File: src/rtl/lock_timing_pkg.sv
// Shared timing constants and channel state type for the lock controller's
// timer scheduler.
//   CLK_HZ          system clock frequency
//   *_TICKS         default channel loads, in base ticks (1 s per tick at
//                   PRESCALE = CLK_HZ)
//   CH_*            channel index assignment on the scheduler
//   ch_state_t      per-channel IDLE/RUN state
package lock_timing_pkg;

    localparam int CLK_HZ        = 50_000_000;

    localparam int LOCKOUT_TICKS = 30;
    localparam int RELOCK_TICKS  = 10;
    localparam int BLINK_TICKS   = 1;

    localparam int CH_LOCKOUT    = 0;
    localparam int CH_RELOCK     = 1;
    localparam int CH_BLINK      = 2;

    typedef enum logic {
        CH_IDLE = 1'b0,
        CH_RUN  = 1'b1
    } ch_state_t;

endpackage

File: src/rtl/timer_channel.sv
// One countdown channel: IDLE/RUN FSM with remaining-count, reload value
// and one-shot/periodic mode.
//   clk, rst   clock, asynchronous active-high reset
//   start      load/start strobe (highest priority)
//   stop       cancel strobe
//   periodic   mode captured with start (1 = auto-reload)
//   load       count captured with start
//   tick_int   shared base tick from the prescaler
//   busy       channel is counting
//   expire     one-cycle registered pulse when the count reaches zero
module timer_channel
    import lock_timing_pkg::*;
#(
    parameter int CW = 16
) (
    input  logic          clk,
    input  logic          rst,
    input  logic          start,
    input  logic          stop,
    input  logic          periodic,
    input  logic [CW-1:0] load,
    input  logic          tick_int,
    output logic          busy,
    output logic          expire
);

    ch_state_t     state, state_n;
    logic [CW-1:0] rem, rem_n;
    logic [CW-1:0] reload, reload_n;
    logic          mode, mode_n;
    logic          expire_n;

    always_ff @(posedge clk or posedge rst) begin
        if (rst) begin
            state  <= CH_IDLE;
            rem    <= '0;
            reload <= '0;
            mode   <= 1'b0;
            expire <= 1'b0;
        end else begin
            state  <= state_n;
            rem    <= rem_n;
            reload <= reload_n;
            mode   <= mode_n;
            expire <= expire_n;
        end
    end

    always_comb begin
        state_n  = state;
        rem_n    = rem;
        reload_n = reload;
        mode_n   = mode;
        expire_n = 1'b0;
        if (start) begin
            // start wins over stop and tick, in either state
            if (load != '0) begin
                state_n  = CH_RUN;
                rem_n    = load;
                reload_n = load;
                mode_n   = periodic;
            end else begin
                // zero load expires immediately without waiting for a tick
                state_n  = CH_IDLE;
                rem_n    = '0;
                expire_n = 1'b1;
            end
        end else if (state == CH_RUN) begin
            if (stop) begin
                // cancel suppresses an expire that would land on this edge
                state_n = CH_IDLE;
                rem_n   = '0;
            end else if (tick_int) begin
                if (rem > CW'(1)) begin
                    rem_n = rem - CW'(1);
                end else if (mode) begin
                    rem_n    = reload;
                    expire_n = 1'b1;
                end else begin
                    state_n  = CH_IDLE;
                    rem_n    = '0;
                    expire_n = 1'b1;
                end
            end
        end
    end

    assign busy = (state == CH_RUN);

endmodule

File: src/rtl/tick_timer_sched.sv
// Shares one base-rate prescaler among N_CH independent countdown channels.
// The prescaler only runs while some channel is busy and is held at zero
// otherwise, so a start from all-idle has a deterministic first tick.
//   clk, rst   clock, asynchronous active-high reset
//   start      per-channel load/start strobe
//   stop       per-channel cancel strobe
//   periodic   per-channel mode, captured with start
//   load_val   channel i count at load_val[i*CW +: CW]
//   busy       per-channel counting flag
//   expire     per-channel one-cycle expire pulse
//   tick       registered base tick pulse (only while any channel busy)
module tick_timer_sched #(
    parameter int PRESCALE = 50_000_000,
    parameter int N_CH     = 4,
    parameter int CW       = 16
) (
    input  logic               clk,
    input  logic               rst,
    input  logic [N_CH-1:0]    start,
    input  logic [N_CH-1:0]    stop,
    input  logic [N_CH-1:0]    periodic,
    input  logic [N_CH*CW-1:0] load_val,
    output logic [N_CH-1:0]    busy,
    output logic [N_CH-1:0]    expire,
    output logic               tick
);

    localparam int            PW      = (PRESCALE > 2) ? $clog2(PRESCALE) : 1;
    localparam logic [PW-1:0] PRE_MAX = PW'(PRESCALE - 1);

    logic [PW-1:0] pre_cnt;
    logic          any_busy;
    logic          tick_int;

    assign any_busy = |busy;
    assign tick_int = any_busy && (pre_cnt == PRE_MAX);

    always_ff @(posedge clk or posedge rst) begin
        if (rst) begin
            pre_cnt <= '0;
            tick    <= 1'b0;
        end else begin
            tick <= tick_int;
            if (!any_busy || pre_cnt == PRE_MAX)
                pre_cnt <= '0;
            else
                pre_cnt <= pre_cnt + PW'(1);
        end
    end

    for (genvar i = 0; i < N_CH; i++) begin : g_ch
        timer_channel #(.CW(CW)) u_ch (
            .clk      (clk),
            .rst      (rst),
            .start    (start[i]),
            .stop     (stop[i]),
            .periodic (periodic[i]),
            .load     (load_val[i*CW +: CW]),
            .tick_int (tick_int),
            .busy     (busy[i]),
            .expire   (expire[i])
        );
    end

endmodule

File: config.mk
export PLATFORM = sky130hd
export DESIGN_NAME = tick_timer_sched
export DESIGN_NICKNAME = d
export VERILOG_FILES = /design/src/rtl/lock_timing_pkg.sv /design/src/rtl/timer_channel.sv /design/src/rtl/tick_timer_sched.sv
export SDC_FILE = /design/constraint.sdc
export NUM_CORES = 1
export LEC_CHECK = 0
export CORE_MARGIN = 3
export CORE_UTILIZATION = 55
export DETAILED_ROUTE_END_ITERATION = 6
export GPL_ROUTABILITY_DRIVEN = 0
export GPL_TIMING_DRIVEN = 0
export HOLD_SLACK_MARGIN = 0.05
export PLACE_DENSITY = 0.8
export SYNTH_ARGS = -nofsm -noshare
export SYNTH_HDL_FRONTEND = slang
export SYNTH_SLANG_ARGS = --single-unit
File: constraint.sdc
create_clock -name clk -period 8.27 [get_ports clk]
set_input_delay 1.2405 -clock clk [delete_from_list [all_inputs] [get_ports clk]]
set_output_delay 1.2405 -clock clk [all_outputs]
set_load 0.005 [all_outputs]
==> results by group <==
Yosys
  – Library cells used by synthesis: around 70
  – Async SR Flop Fraction: 1.000
  – Synth top cells by count: nand2_1 (247), dfrtp_1 (167), nor2_1 (114)
  – Post-synth top area share: 0.4578
  – Synth Cell Area: between 9000 and 10,000 um2
  – Syn nets: about 1,200
  – Synthesis warning total: 0
  – Largest cells by area after synthesis: dfrtp_1 (46%), nand2_1 (10%), nor2_1 (4.7%)
  – Leading area contributor after synthesis: dfrtp_1
  – Synth Flop Type: dfrtp_1
  – Mean post-synth cell area: around 8.5 um2
  – Most common cell in the netlist: nand2_1
  – Flops & latches, synth: about 170
  – Seq/Total Area, Yosys: 0.4578
  – Synth Instances: 1,075
  – Number of synthesized flops with an enable pin: 0

Power
  – Worst VDD drop: about 0.16 mV
  – Power Dens Cells: between 150 and 200 nW/um2
  – Leakage: around 4.8 nW

Critical path
  – CP cell instances: clkdlybuf4s50_1 -> nor4_1 -> nand4_1 -> nand2_1 -> clkbuf_1 -> o21ai_0
  – Crit-path max FO: 10
  – Slowest-stage cell, CP: nor4_1
  – Crit start category: input pin
  – CP delay by family, top: simple AND/OR/NAND/NOR gates
  – WS Path Type: input pin to flop
  – CP max stage delay: approximately 600 ps
  – Crit path buf inv count: 2
  – Worst setup EP type: flop
  – CP Data Required Time: around 8500 ps
  – Arr. time, crit path: between 3000 and 4000 ps

Detailed routing
  – Initial DRC count: roughly 800
  – Via count: approximately 8,400
  – Antenna Nets Post-Route: 0
  – Wire per inst: about 17 um
  – Avg Vias per Cell: 5.975
  – Drt drc: 0
  – WL final: around 23,000 um
  – Drt first pass iters: 7

STA
  – Post-Route Setup TNS: 0 ps
  – RSZ-0062 raised after global routing: no
  – Final setup viols: 0
  – WHS: around 470 ps
  – Final Max Tran Viols: 0
  – Max Fclk: between 300 and 400 MHz
  – Setup ws final: a little over 5000 ps
  – Worst Tran Pin Value: approximately 720 ps
  – Worst Skew: 8.837 ps
  – Hold Vio Cnt, Final: 0
  – Min Tclk post-route: between 3000 and 4000 ps
  – Fin crit share: 0.3876
  – Worst slew margin: 0.5176

Die
  – Initial Utilization: 0.5684
  – Chip Width: 134.8 um
  – Core area: 16,060 um2
  – Rows: 46
  – Die footprint: approximately 18,000 um2
  – Die H: between 100 and 150 um
  – # IOs: 87

Clocking
  – Clk root buf: clkbuf_16
  – Cts hold-fix bufs: 0
  – # resized after CTS: 0
  – Worst-path clk slew: about 70 ps
  – CTS tree: built
  – H-tree depth: 4
  – Clk_lat worst skew: around 440 ps
  – Setup Fix Bufs, Post-CTS: 0
  – Clock Sinks: between 150 and 200
  – Num CTS Buffers: 17
  – Worst-case clock buffer depth: 2

Placed design
  – Setup Slack @ Placement: about 4700 ps
  – Post-DP HPWL: approximately 17,000 um
  – Port-buffer cells: between 80 and 90

Global routing
  – Total track usage: 0.2638
  – Antenna violations before repair: 0
  – Vias in the first global route: 7,862
  – Total gr overflow: 0
  – Global-route wire length before repair: slightly below 40,000 um
  – Largest net degree at the start of global routing: roughly 90

Final layout
  – Share of cells above drive strength 1: 0.06639
  – Final core occ: 0.6742
  – Antenna Cells: 0
  – Final nets: ~1,300
  – Fill count: around 1,300
  – Syn-to-layout area delta: 18.62%

Flow run
  – Max-Cap Viols: 0

Hold path
  – Hold WC Path Type: flop to flop

Outcome
  – Status: complete, no violations
[power breakdown]
group	switching, mW	total (mW)	internal [mW]
sequential	0.0908	0.996	0.905
clock	0.343	0.775	0.432
combinational	0.202	0.360	0.157
[layout by cell type, fill, tap and decap left out, types with 9 or more instances in the layout]
master / n
dfrtp_1: 167
a21oi_1: 40
ha_1: 9
xor2_1: 35
nor2_1: 114
and3_1: 30
nand3_1: 34
buf_2: 12
inv_1: 14
o2bb2ai_1: 11
a221oi_1: 10
xnor2_1: 14
clkbuf_1: 33
a22o_1: 10
nor4_1: 30
a31oi_1: 28
clkdlybuf4s50_1: 82
buf_4: 11
or3_1: 9
nor3_1: 29
nand2_1: 247
clkbuf_16: 17
nand4_1: 12
o21ai_0: 61
[registers in the layout, indices dropped and copies added (netlist names)]
name              flops
g_ch.u_ch.reload     64
g_ch.u_ch.rem        64
pre_cnt              26
g_ch.u_ch.busy        4
g_ch.u_ch.expire      4
g_ch.u_ch.mode        4
tick                  1
[tightest hold or removal path, stage by stage (launching register included)]
cell and delay [ps]:
dfrtp_1 340, nand2_1 50, nand2_1 60
[final cells by class]
cell class                      count  area, um2  share of cell area
Multi-Input combinational cell    834       4599              0.4248
Sequential cell                   167       4179              0.3860
Timing Repair Buffer               83      848.3             0.07835
Clock buffer                       19      452.9             0.04184
Buffer                             59      292.8             0.02704
Tap cell                          216      270.3             0.02496
Clock inverter                     13      120.1             0.01109
Inverter                           15      63.81            0.005894
[through the flow]
stage | power, mW | area (um2) | cells
2_1_floorplan | 1.230 | 9128 | 1075
3_3_place_gp | 1.348 | 10220 | 1373
3_5_place_dp | 1.363 | 10250 | 1374
4_1_cts | 2.134 | 10830 | 1406
5_1_grt | 2.236 | 10830 | 1406
6_report | 2.131 | 10830 | 1406
[layer usage]
metal / vias to the layer above / track usage / part of all wire
met4: 0 / 0.08088 / 0.020
met3: 48 / 0.05738 / 0.068
li1: 4011 / - / -
met1: 4020 / 0.3654 / 0.44
met2: 322 / 0.4188 / 0.47
met5: - / 0 / 0
[cells by family (layout without fill, tap and decap cells)]
group | count (synthesis) | in the layout | synth area share
buffers and inverters | 74 | 189 | 0.03824
multiplexers | 4 | 4 | 0.004661
AO/OA/AOI/OAI | 217 | 217 | 0.1531
adder cells (fa/ha/maj) | 9 | 9 | 0.01234
AND/OR/NAND/NOR | 555 | 555 | 0.2868
XOR/XNOR | 49 | 49 | 0.04702
flip-flops | 167 | 167 | 0.4578
[worst paths after layout]
check | end | slack, ps | start | cells past startpoint
setup / recovery | g_ch[1].u_ch.busy$_DFF_PP0_ | 5060 | load_val[26] | 6
hold / removal | g_ch[0].u_ch.reload[3]$_DFFE_PP0P_ | 470 | g_ch[0].u_ch.reload[3]$_DFFE_PP0P_ | 2
setup reg to reg | g_ch[1].u_ch.rem[5]$_DFFE_PP0P_ | 5760 | g_ch[1].u_ch.rem[0]$_DFFE_PP0P_ | 8
hold reg to reg | g_ch[0].u_ch.reload[3]$_DFFE_PP0P_ | 470 | g_ch[0].u_ch.reload[3]$_DFFE_PP0P_ | 2
max in group asynchronous | g_ch[3].u_ch.reload[6]$_DFFE_PP0P_ | 6210 | rst | 3
min in group asynchronous | g_ch[1].u_ch.expire$_DFF_PP0_ | 1270 | rst | 2
(Power assumes the default switching activity.)
